**src/rtl/ahb_gpio_pkg.sv**
```systemverilog
// ahb_gpio_pkg: register offsets, HTRANS encodings and register-index enum
// shared by the AHB-Lite GPIO slave and its debouncer.
package ahb_gpio_pkg;

    // AHB transfer types
    localparam logic [1:0] HTRANS_IDLE   = 2'b00;
    localparam logic [1:0] HTRANS_BUSY   = 2'b01;
    localparam logic [1:0] HTRANS_NONSEQ = 2'b10;
    localparam logic [1:0] HTRANS_SEQ    = 2'b11;

    // Byte offsets of the register map
    localparam logic [7:0] OFF_OUT      = 8'h00;
    localparam logic [7:0] OFF_IN       = 8'h04;
    localparam logic [7:0] OFF_IRQ_MASK = 8'h08;
    localparam logic [7:0] OFF_IRQ_STAT = 8'h0C;
    localparam logic [7:0] OFF_DBNC     = 8'h10;

    // Word index as decoded from haddr[4:2]
    typedef enum logic [2:0] {
        REG_OUT      = OFF_OUT[4:2],
        REG_IN       = OFF_IN[4:2],
        REG_IRQ_MASK = OFF_IRQ_MASK[4:2],
        REG_IRQ_STAT = OFF_IRQ_STAT[4:2],
        REG_DBNC     = OFF_DBNC[4:2],
        REG_RSVD5    = 3'd5,
        REG_RSVD6    = 3'd6,
        REG_RSVD7    = 3'd7
    } reg_idx_e;

    // NONSEQ and SEQ start a transfer; IDLE and BUSY do not
    function automatic logic htrans_active(input logic [1:0] t);
        logic act;
        case (t)
            HTRANS_NONSEQ, HTRANS_SEQ: act = 1'b1;
            HTRANS_IDLE, HTRANS_BUSY:  act = 1'b0;
            default:                   act = 1'b0;
        endcase
        return act;
    endfunction

endpackage

```
**src/rtl/gpio_debounce.sv**
```systemverilog
// gpio_debounce: one input bit through a 2-flop synchronizer, then a
// stability counter. The output level follows the synchronized value only
// after it has differed from the current level for DBNC_CYCLES consecutive
// cycles; any cycle of agreement restarts the count.
module gpio_debounce
    import ahb_gpio_pkg::*;
#(
    parameter int DBNC_CYCLES = 16
) (
    input  logic i_clk,
    input  logic i_rst,
    input  logic i_async,
    output logic o_level,
    output logic o_rise
);

    localparam logic [15:0] CNT_LAST = 16'(DBNC_CYCLES - 1);

    logic        r_sync1;
    logic        r_sync2;
    logic        r_level;
    logic [15:0] r_cnt;

    logic w_diff;
    logic w_done;

    assign w_diff = (r_sync2 != r_level);
    // The cycle whose edge flips the level: the DBNC_CYCLES-th differing cycle
    assign w_done = w_diff && (r_cnt == CNT_LAST);

    // Synchronize, count differing cycles, and commit the new level
    always_ff @(posedge i_clk) begin
        if (i_rst) begin
            r_sync1 <= 1'b0;
            r_sync2 <= 1'b0;
            r_level <= 1'b0;
            r_cnt   <= '0;
        end else begin
            r_sync1 <= i_async;
            r_sync2 <= r_sync1;
            if (w_done) begin
                r_level <= r_sync2;
                r_cnt   <= '0;
            end else if (w_diff) begin
                r_cnt <= r_cnt + 16'd1;
            end else begin
                r_cnt <= '0;
            end
        end
    end

    assign o_level = r_level;
    // High in the cycle before the level goes 0->1, so a status bit set on
    // this pulse changes at the same edge as the level itself
    assign o_rise  = w_done & r_sync2;

endmodule

```
**src/rtl/ahb_lite_gpio.sv**
```systemverilog
// ahb_lite_gpio: zero-wait-state AHB-Lite slave with OUT_W LED outputs and
// IN_W debounced button inputs. Defining GPIO_IRQ_EN adds rising-edge
// interrupt status/mask registers and a level irq output; without it the
// irq registers read 0 and irq is tied low.
module ahb_lite_gpio
    import ahb_gpio_pkg::*;
#(
    parameter int DBNC_CYCLES = 16,
    parameter int OUT_W       = 6,
    parameter int IN_W        = 5
) (
    input  logic             clk,
    input  logic             rst,
    input  logic             hsel,
    input  logic [31:0]      haddr,
    input  logic [1:0]       htrans,
    input  logic             hwrite,
    input  logic [2:0]       hsize,
    input  logic [31:0]      hwdata,
    input  logic             hready_in,
    output logic [31:0]      hrdata,
    output logic             hreadyout,
    output logic             hresp,
    input  logic [IN_W-1:0]  gpio_in,
    output logic [OUT_W-1:0] gpio_out,
    output logic             irq
);

    // Data-phase state captured from the address phase
    logic     r_dp_valid;
    logic     r_dp_write;
    reg_idx_e r_dp_idx;
    logic [2:0] r_dp_size;
    logic     r_dp_lane0;

    logic [OUT_W-1:0] r_out;

    logic w_accept;
    logic w_wr;
    logic w_wr_out;
    logic w_wr_mask;
    logic w_wr_stat;

    logic [IN_W-1:0] w_deb;
    logic [IN_W-1:0] w_rise;
    logic [IN_W-1:0] w_mask;
    logic [IN_W-1:0] w_stat;
    logic            w_irq;
    logic [31:0]     w_rdata;
    logic            w_unused;

    assign w_accept = hsel & htrans_active(htrans) & hready_in;

    // Address phase -> data phase pipeline register; reset drops any transfer
    always_ff @(posedge clk) begin
        if (rst) begin
            r_dp_valid <= 1'b0;
            r_dp_write <= 1'b0;
            r_dp_idx   <= REG_OUT;
            r_dp_size  <= 3'd0;
            r_dp_lane0 <= 1'b0;
        end else if (hready_in) begin
            r_dp_valid <= w_accept;
            r_dp_write <= hwrite;
            r_dp_idx   <= reg_idx_e'(haddr[4:2]);
            r_dp_size  <= hsize;
            r_dp_lane0 <= (haddr[1:0] == 2'b00);
        end
    end

    // Writes commit at the edge ending the data phase, only if byte lane 0 is in it
    assign w_wr      = r_dp_valid & r_dp_write & r_dp_lane0;
    assign w_wr_out  = w_wr & (r_dp_idx == REG_OUT);
    assign w_wr_mask = w_wr & (r_dp_idx == REG_IRQ_MASK);
    assign w_wr_stat = w_wr & (r_dp_idx == REG_IRQ_STAT);

    // LED output register
    always_ff @(posedge clk) begin
        if (rst) begin
            r_out <= '0;
        end else if (w_wr_out) begin
            r_out <= hwdata[OUT_W-1:0];
        end
    end

    for (genvar g = 0; g < IN_W; g++) begin : g_dbnc
        gpio_debounce #(
            .DBNC_CYCLES(DBNC_CYCLES)
        ) u_dbnc (
            .i_clk  (clk),
            .i_rst  (rst),
            .i_async(gpio_in[g]),
            .o_level(w_deb[g]),
            .o_rise (w_rise[g])
        );
    end

`ifdef GPIO_IRQ_EN
    logic [IN_W-1:0] r_mask;
    logic [IN_W-1:0] r_stat;
    logic            r_irq;
    logic [IN_W-1:0] w_clr;

    assign w_clr = w_wr_stat ? hwdata[IN_W-1:0] : '0;

    // Interrupt mask register
    always_ff @(posedge clk) begin
        if (rst) begin
            r_mask <= '0;
        end else if (w_wr_mask) begin
            r_mask <= hwdata[IN_W-1:0];
        end
    end

    // Sticky rising-edge status; a new edge beats a same-cycle W1C
    always_ff @(posedge clk) begin
        if (rst) begin
            r_stat <= '0;
        end else begin
            r_stat <= (r_stat & ~w_clr) | w_rise;
        end
    end

    // Registered interrupt level
    always_ff @(posedge clk) begin
        if (rst) begin
            r_irq <= 1'b0;
        end else begin
            r_irq <= |(r_stat & r_mask);
        end
    end

    assign w_mask = r_mask;
    assign w_stat = r_stat;
    assign w_irq  = r_irq;
`else
    assign w_mask = '0;
    assign w_stat = '0;
    assign w_irq  = 1'b0;
`endif

    // Read mux: zero-extended register value during a read data phase only
    always_comb begin
        w_rdata = 32'd0;
        if (r_dp_valid && !r_dp_write) begin
            case (r_dp_idx)
                REG_OUT:      w_rdata = 32'(r_out);
                REG_IN:       w_rdata = 32'(w_deb);
                REG_IRQ_MASK: w_rdata = 32'(w_mask);
                REG_IRQ_STAT: w_rdata = 32'(w_stat);
                REG_DBNC:     w_rdata = 32'(DBNC_CYCLES);
                default:      w_rdata = 32'd0;
            endcase
        end
    end

    assign hrdata    = rst ? 32'd0 : w_rdata;
    assign hreadyout = 1'b1;
    assign hresp     = 1'b0;
    assign gpio_out  = r_out;
    assign irq       = w_irq;

    // Address/data bits outside the decoded fields, and hsize, carry no meaning here
    assign w_unused = ^{haddr, hwdata, r_dp_size, w_rise, w_wr_mask, w_wr_stat};

endmodule

```
**config.mk**
```make
export PLATFORM = sky130hd
export DESIGN_NAME = ahb_lite_gpio
export DESIGN_NICKNAME = d
export VERILOG_FILES = /design/src/rtl/ahb_gpio_pkg.sv /design/src/rtl/gpio_debounce.sv /design/src/rtl/ahb_lite_gpio.sv
export SDC_FILE = /design/constraint.sdc
export NUM_CORES = 1
export LEC_CHECK = 0
export BUFFER_PORTS_ARGS = -buffer_cell sky130_fd_sc_hd__clkbuf_2
export CORE_MARGIN = 2
export CORE_UTILIZATION = 57
export DETAILED_ROUTE_END_ITERATION = 8
export PLACE_DENSITY = 0.85
export SLEW_MARGIN = 20
export SYNTH_ARGS = -nofsm -noshare
export SYNTH_HDL_FRONTEND = slang
export SYNTH_SLANG_ARGS = --single-unit
```
**constraint.sdc**
```tcl
create_clock -name clk -period 3.55 [get_ports clk]
set_input_delay 0.355 -clock clk [delete_from_list [all_inputs] [get_ports clk]]
set_output_delay 0.355 -clock clk [all_outputs]
set_load 0.01 [all_outputs]
```
After elaboration in Yosys (flattened, before gate mapping)
Cells that the tools add are included.
{ "totals": {"register_bits": 107, "input_bits": 79, "out_inout_bits": 41, "wordCells": 76} }
{ "op_classes": {"addsub": 5, "eq_ne": 15, "mux": 4, "bitwise": 10, "reduce_logical": 17} }
{ "ops": {"columns": ["op", "n"], "rows": [
  ["$add 16x1->16 const B", 5],
  ["$eq 16x4->1 const B", 5],
  ["$mux 32", 1],
  ["$pmux 6 s3", 1],
  ["$reduce_or 3->1", 5],
  ["$logic_and 1x1->1", 6],
  ["$mux 6", 1],
  ["$and 1x1->1", 5],
  ["$ne 1x1->1", 5],
  ["$not 1->1", 5],
  ["$eq 2x2->1 const B", 2],
  ["$logic_not 2->1", 2],
  ["$reduce_or 2->1", 2],
  ["$eq 3x1->1 const B", 1],
  ["$eq 3x3->1 const B", 1],
  ["$logic_not 3->1", 1],
  ["$eq 2x1->1 const B", 1],
  ["$pmux 1 s2", 1],
  ["$logic_not 1->1", 1]
]} }

Depth between registers and ports, before layout
Gate-level depths: netlist (run 1).
{ "depth": {"depth_word": 5, "ltp_mapped": 6, "ltp_nobuf": 5} }

By module
From an unflattened synthesis (run 1), not the netlist that was laid out.
{ "unflattened": {"cells_unflattened": 538, "area_unflattened_um2": 4936.0} }
{ "modules_own_cells": {"columns": ["module", "n_inst", "cells_per_inst", "area_per_inst_um2", "seq_area_each_um2"], "rows": [
  ["gpio_debounce", 5, 88, 817.0, 380.4],
  ["ahb_lite_gpio", 1, 98, 850.8, 240.2]
]} }

Worst setup path after synthesis (run 1)
No wires, ideal clock.
{ "synth_path": {"kind": "in2out", "startpoint": "input port rst", "endpoint": "output port hrdata[5]", "arrival_ns": 1.337, "t_required_ns": 3.195, "setup_slack_ns": 1.858, "path_stages": 4, "path_buffers": 1, "cell_sequence": "clkbuf_1 > nor4b_1 > nand2b_1 > nor3b_1"} }
{ "synth_via": {"elab_chain_len": 1} }
{ "synth_rtl": {"columns": ["element", "line_no", "source"], "rows": [
  ["start, declared", "ahb_lite_gpio.sv:13", "input logic rst,"],
  ["$mux 32", "ahb_lite_gpio.sv:157", "assign hrdata = rst ? 32'd0 : w_rdata;"],
  ["end, declared", "ahb_lite_gpio.sv:21", "output logic [31:0] hrdata,"]
]} }
Every way passes these cells.

Worst setup path after layout (run 1)
{ "layout_path": {"startpoint": "register r_dp_write", "endpoint": "output port hrdata[5]"} }
{ "layout_via": {"elab_chain_len": 4} }
{ "layout_rtl": {"columns": ["element", "line_no", "source"], "rows": [
  ["start, declared", "ahb_lite_gpio.sv:31", "logic r_dp_write;"],
  ["start signal, assigned", "ahb_lite_gpio.sv:64", "r_dp_write <= hwrite;"],
  ["$logic_not 1->1", "ahb_lite_gpio.sv:145", "if (r_dp_valid && !r_dp_write) begin"],
  ["$logic_and 1x1->1", "ahb_lite_gpio.sv:145", null],
  ["$mux 6", "ahb_lite_gpio.sv:145", null],
  ["$mux 32", "ahb_lite_gpio.sv:157", null]
]} }
Every way passes these cells.

==> results of run 1 <==
==> cells in the mapped netlist <==
cell type / n
a21oi_1: 3
a31o_2: 1
and3_1: 10
buf_2: 6
buf_4: 29
clkbuf_1: 5
conb_1: 2
dfxtp_1: 107
ha_1: 5
inv_1: 15
mux2i_1: 20
nand2_1: 20
nand2b_1: 2
nand3_1: 28
nand4_1: 18
nand4_2: 2
nand4b_1: 1
nor2_1: 106
nor2b_1: 10
nor3_1: 22
nor3b_1: 1
nor4_1: 35
nor4b_1: 2
o21ai_0: 2
o311a_1: 1
or2_2: 1
or3_1: 2
xnor2_1: 63
xor2_1: 10
==> worst max-delay path by stage <==
stage                     from   endpoint  slack, ps  cells after the start
global placement           rst  hrdata[5]       1600                      5
CTS                 r_dp_write  hrdata[5]       1280                      4
finish              r_dp_write  hrdata[5]       1310                      4
global route        r_dp_write  hrdata[5]       1110                      4
detailed placement         rst  hrdata[5]       1600                      5
floorplan                  rst  hrdata[5]       1860                      4
==> registers in the layout, summed over array words and instances (netlist names) <==
| signal | cells |
|---|---|
| g_dbnc.u_dbnc.o_level | 5 |
| r_dp_lane0 | 1 |
| g_dbnc.u_dbnc.r_cnt | 80 |
| r_dp_write | 1 |
| gpio_out | 6 |
| g_dbnc.u_dbnc.r_sync2 | 5 |
| r_dp_valid | 1 |
| g_dbnc.u_dbnc.r_sync1 | 5 |
| r_dp_idx | 3 |
==> logic make-up after synthesis <==
family                   after synthesis  share of synthesized area (%)
AO/OA/AOI/OAI                          7                         0.9340
multiplexers                          20                          4.270
AND/OR/NAND/NOR                      260                          27.09
XOR/XNOR                              73                          13.64
buffers and inverters                 55                          6.886
flip-flops                           107                          45.69
adder cells (fa/ha/maj)                5                          1.334
other                                  2                         0.1602
==> power breakdown <==
group | internal [mW] | switching, mW | total [mW]
clock | 0.353 | 0.394 | 0.747
sequential | 1.21 | 0.00909 | 1.22
combinational | 0.0204 | 0.0379 | 0.0582
total | 1.58 | 0.441 | 2.02
==> layout make-up <==
type | count | area (µm²) | share of cell area (%)
Clock buffer | 12 | 145.1 | 2.886
Clock inverter | 4 | 56.30 | 1.120
Inverter | 15 | 56.30 | 1.120
Multi-Input combinational cell | 394 | 2325 | 46.23
Sequential cell | 107 | 2142 | 42.60
Tap cell | 105 | 131.4 | 2.613
Timing Repair Buffer | 34 | 172.7 | 3.434
==> metal layers <==
| layer | global-route usage (%) | wire, µm | vias up | part of all wire, % |
|---|---|---|---|---|
| met5 | 0 | 0 | - | 0 |
| met4 | 5.797 | 93 | 0 | 1.1 |
| met3 | 5.188 | 488 | 10 | 5.8 |
| met2 | 35.40 | 4079 | 105 | 49 |
| met1 | 23.41 | 3691 | 1646 | 44 |
| li1 | - | - | 1797 | - |
==> critical path, cell delays in order (launching register included) <==
cell	delay, ps
dfxtp_1	350
nor4b_1	470
nand2b_1	300
nor3b_1	240
clkbuf_2	160
==> summary.md, run 1 <==
| Metric | Value |
|---|---|
| WP data arrival | `around 1900 ps` |
| Routed vias | `between 3000 and 4000` |
| CTS root buf | `clkbuf_8` |
| CTS max path bufs | `2` |
| PwrDens | `slightly above 400 nW/µm²` |
| Site row count | `33` |
| Die Y | `between 90 and 100 µm` |
| Starting DRC count in detailed routing | `125` |
| Clock skew | `roughly 15 ps` |
| LEAKAGE | `about 1.7 nW` |
| Reg2reg start | `g_dbnc[4].u_dbnc.r_cnt[0]` |
| Die X | `between 90 and 100 µm` |
| Placement-stage cell area | `a little under 5000 µm²` |
| Synth-to-Final Area Change | `7.259%` |
| Setup slack, reg-to-reg | `around 1700 ps` |
| RSZ-0062 raised after global routing | `no` |
| WS Path Type | `register to primary output` |
| Clock period minus worst slack | `roughly 2200 ps` |
| Area fraction of the dominant cell type after synthesis | `45.69%` |
| Setup TNS | `0 ps` |
| Setup Viol. Count Final | `0` |
| DRC Markers | `0` |
| Cells after synthesis | `roughly 530` |
| DRT Pass-1 Iters | `4` |
| Wire length of the first global-routing pass | `between 10000 and 15000 µm` |
| Commonest cells after routing, fill and taps aside | `107 x dfxtp_1, 106 x nor2_1, 63 x xnor2_1, 35 x nor4_1, 33 x clkbuf_2` |
| Core Util, Final | `between 60% and 70%` |
| Slew @ Worst Pin | `around 530 ps` |
| Post-synth top area cell | `dfxtp_1` |
| N_diodes | `0` |
| Post-route ant nets | `0` |
| Via-per-instance ratio | `between 5 and 6` |
| HPWL Detailed | `between 6000 and 7000 µm` |
| Core Region | `between 8000 and 9000 µm²` |
| Largest net degree at the start of global routing | `36` |
| Overall Global Routing Usage | `19.86%` |
| Final GP Congestion | `about 0.87` |
| Max-cap violations | `0` |
| I/O Buffers | `33` |
| Max Freq | `approximately 450 MHz` |
| Crit end category | `primary output` |
| Worst vdd ir | `approximately 0.31 mV` |
| Cts bufs inserted | `9` |
| Status | `complete, no violations` |
| CTS tree | `built` |
| Non-filler cells, final | `671` |
| Clock Pin Slew Worst Setup and Hold Paths | `about 100 ps` |
| Num ports | `between 100 and 150` |
| Num Clock Sinks | `between 100 and 150` |
| Post-CTS Setup Bufs | `0` |
| FILL cells | `about 690` |
| Final setup margin | `~1300 ps` |
| FF-to-FF End | `g_dbnc[4].u_dbnc.r_cnt[10]` |
| Final Max Tran Viols | `0` |
| Initial Util | `just under 60%` |
| Share of layout cells above drive strength 1 | `a little under a tenth` |
| CTS Hold Bufs | `0` |
| Clock Latency Late Sink | `between 300 and 400 ps` |
| Number of synthesis warnings | `0` |
| Aggregate routed wire length | `8353 µm` |
| Relative slew slack | `between 60 and 70%` |
| Top post-synthesis cells by area | `dfxtp_1 46%, xnor2_1 12%, nor2_1 8.5%` |
| Worst min-delay path class | `primary input to register` |
| Die ar. | `around 9000 µm²` |
| PostCTS Resize Cnt | `0` |
| Fin nets | `~650` |
| WP data required | `between 3000 and 4000 ps` |
| Grt total ovfl | `0` |
| Pwr Total | `~2.0 mW` |
| FF+latch count, synth | `~110` |
| Fin crit share | `between 60% and 70%` |
| Hold_ws | `approximately 190 ps` |
| Commonest non-fill, non-tap cell in the layout | `dfxtp_1` |
| Netlist cell types | `29` |
| Mapped cell area | `~4700 µm²` |
| Setup Slack @ Placement | `~1600 ps` |
| Fin area | `between 5000 and 6000 µm²` |
| Mean post-synth cell area | `~9 µm²` |
| Hold wc startpoint | `gpio_in[0]` |
| Worst hold path endpoint | `g_dbnc[0].u_dbnc.r_sync1` |
| Vias in the first global route | `approximately 3400` |
| Placed Cells incl. Taps | `655` |
| Initial antenna violation count | `0` |
| Register area share after synthesis | `45.69%` |
| Crit start category | `register` |
| Hold-critical path depth | `2` |
| Final hold violation count | `0` |
| R2R depth | `5` |
| Crit path max fanout | `5` |
| H-tree levels | `3` |
| DR WL/cell | `between 10 and 15 µm` |
Note: power is estimated with default switching activity, not from simulation.
==> run 2, diff against run 1 <==
CORE_UTILIZATION = 53   (was 57)
PLACE_DENSITY = 0.8   (was 0.85)
clock period = 2.25 ns   (was 3.55 ns; I/O delays follow)
==> summary.md, run 2 (synthesized netlist as in run 1, its figures left out) <==
| Metric | Value |
|---|---|
| Num Clock Sinks | `107 (unchanged)` |
| Aggregate routed wire length | `8084 µm (-3.2%)` |
| CTS tree | `built` |
| RSZ-0062 raised after global routing | `no` |
| Site row count | `34 (+3.0%)` |
| Largest net degree at the start of global routing | `36 (unchanged)` |
| Fin nets | `645 (unchanged)` |
| Num ports | `120 (unchanged)` |
| Share of layout cells above drive strength 1 | `9.381% (+0.19 points)` |
| Placed Cells incl. Taps | `658 (+0.46%)` |
| Max reg flops | `80 (unchanged)` |
| Via-per-instance ratio | `5.262 (-0.77%)` |
| CP max stage cell | `nor4b_2` |
| LEAKAGE | `1.747 nW (about the same)` |
| Setup Viol. Count Final | `0 (unchanged)` |
| WP data required | `2030 ps (-1160 ps)` |
| Seq pwr share | `58.9% (-1.3 points)` |
| Max-cap violations | `0 (unchanged)` |
| Die Y | `98.05 µm (+3.5%)` |
| Overall Global Routing Usage | `17.68% (-2.2 points)` |
| Clock Pin Slew Worst Setup and Hold Paths | `90 ps (about the same)` |
| HPWL Detailed | `5869 µm (-2.6%)` |
| Crit end category | `primary output` |
| Initial Util | `54.29% (-3.6 points)` |
| Starting DRC count in detailed routing | `106 (-15%)` |
| Final hold violation count | `0 (unchanged)` |
| Die X | `98.05 µm (+3.5%)` |
| DR WL/cell | `12.01 µm (-3.5%)` |
| Post-CTS Setup Bufs | `0 (unchanged)` |
| Clock Latency Late Sink | `360 ps (about the same)` |
| Crit start category | `register` |
| H-tree levels | `3 (unchanged)` |
| DRC Markers | `0 (unchanged)` |
| Cts bufs inserted | `9 (unchanged)` |
| CTS root buf | `clkbuf_8` |
| Worst vdd ir | `0.3793 mV (+24%)` |
| Vias in the first global route | `3289 (-1.9%)` |
| Commonest cells after routing, fill and taps aside | `107 x dfxtp_1, 106 x nor2_1, 63 x xnor2_1, 35 x nor4_1, 33 x clkbuf_2` |
| Clock skew | `6.950 ps (-8.064 ps)` |
| Fin crit share | `about nine tenths` |
| I/O Buffers | `33 (unchanged)` |
| Post-route ant nets | `0 (unchanged)` |
| Cell-internal power | `2.592 mW (+64%)` |
| Worst min-delay path class | `primary input to register` |
| Final GP Congestion | `0.8465 (-3.1%)` |
| Setup TNS | `0 ps (unchanged)` |
| Relative slew slack | `64.81% (+0.39 points)` |
| WP data arrival | `1780 ps (-110 ps)` |
| Wire length of the first global-routing pass | `14120 µm (-1.7%)` |
| Commonest non-fill, non-tap cell in the layout | `dfxtp_1` |
| N_diodes | `0 (unchanged)` |
| Max incr delay on CP | `380 ps (-90 ps)` |
| DRT Pass-1 Iters | `4 (unchanged)` |
| CTS max path bufs | `2 (unchanged)` |
| Status | `complete, no violations` |
| Die ar. | `9614 µm² (+7.2%)` |
| Area of the multi-input gates | `2331 µm² (+0.27%)` |
| Final Max Tran Viols | `0 (unchanged)` |
| Cell Chain, Critical Path | `nor4b_2 > nand2b_1 > nor3b_1 > clkbuf_2` |
| Clock period minus worst slack | `roughly 2000 ps` |
| WS Path Type | `register to primary output` |
| Clk pwr share | `38.3% (+1.4 points)` |
| Max Freq | `499.1 MHz` |
| Sw Share | `20.71% (-1.1 points)` |
| Routed vias | `3541 (-0.48%)` |
| FILL cells | `756 (+10%)` |
| Largest Register | `g_dbnc.u_dbnc.r_cnt` |
| Setup Slack @ Placement | `453.7 ps (-1145 ps)` |
| NetSw | `0.6771 mW (+53%)` |
| Initial antenna violation count | `0 (unchanged)` |
| Comb power frac | `2.8% (about the same)` |
| FF/Latch Area | `2142 µm² (unchanged)` |
| Crit path max fanout | `5 (unchanged)` |
| Slew @ Worst Pin | `527.1 ps (-5.085 ps)` |
| Synth-to-Final Area Change | `7.793%` |
| Final setup margin | `246.4 ps (-1060 ps)` |
| Grt total ovfl | `0 (unchanged)` |
| Core Region | `8636 µm² (+6.7%)` |
| Non-filler cells, final | `673 (+0.30%)` |
| PwrDens | `646.9 nW/µm² (+61%)` |
[run 2: through the flow]
stage	util, %	power (mW)	hold WS (ps)	cell area [µm²]
after floorplan	-	2.066	353.2	4790
after global routing	58.52	3.397	69.01	5054
after global placement	55.94	2.056	419.3	4831
after CTS	58.45	3.314	48.60	5047
final	58.52	3.269	63.89	5054
after detailed placement	55.94	2.059	432.8	4831
[run 2: power groups by stage]
stage          combinational (mW)  clock [mW]  sequential [mW]
5_1_grt                     0.104        1.37             1.93
3_3_place_gp               0.0892           0             1.97
6_report                   0.0918        1.25             1.92
3_5_place_dp               0.0910           0             1.97
2_1_floorplan               0.105           0             1.96
4_1_cts                    0.0912        1.30             1.92
[run 2: critical path: cells and delay by family (launching register included)]
family                 cells  cell delay [ps]
AND/OR/NAND/NOR            3              890
buffers and inverters      1              160
flip-flops                 1              360
[run 2: worst paths after layout]
path	slack, ps	end	from	cells after the start
worst max-delay path	250	hrdata[5]	r_dp_write	4
worst min-delay path	60	g_dbnc[1].u_dbnc.r_sync1	gpio_in[1]	2
worst max register to register	410	g_dbnc[4].u_dbnc.r_cnt[11]	g_dbnc[4].u_dbnc.r_cnt[0]	5
worst min register to register	450	g_dbnc[3].u_dbnc.r_sync2	g_dbnc[3].u_dbnc.r_sync1	1
[run 2: final cells by class]
class                      instances  share of cell area (%)
inverter                          15                   1.114
multi-input combinational        394                   46.13
clock buffer                      11                   2.798
clock inverter                     4                   1.486
tap                              108                   2.674
sequential                       107                   42.39
timing repair buffer              34                   3.417
[run 2: what timing repair did]
action                                  in CTS  in global routing
hold buffers                                 0                  0
endpoints found under the setup margin       0                  3
resized for setup                            0                  1
[run 2: metal layers]
layer | vias to the layer above | wire length, µm | GRT usage, %
met3 | 16 | 429 | 5.154
met2 | 85 | 3700 | 28.61
met5 | - | 0 | 0
met4 | 0 | 199 | 7.585
li1 | 1797 | - | -
met1 | 1643 | 3755 | 22.05
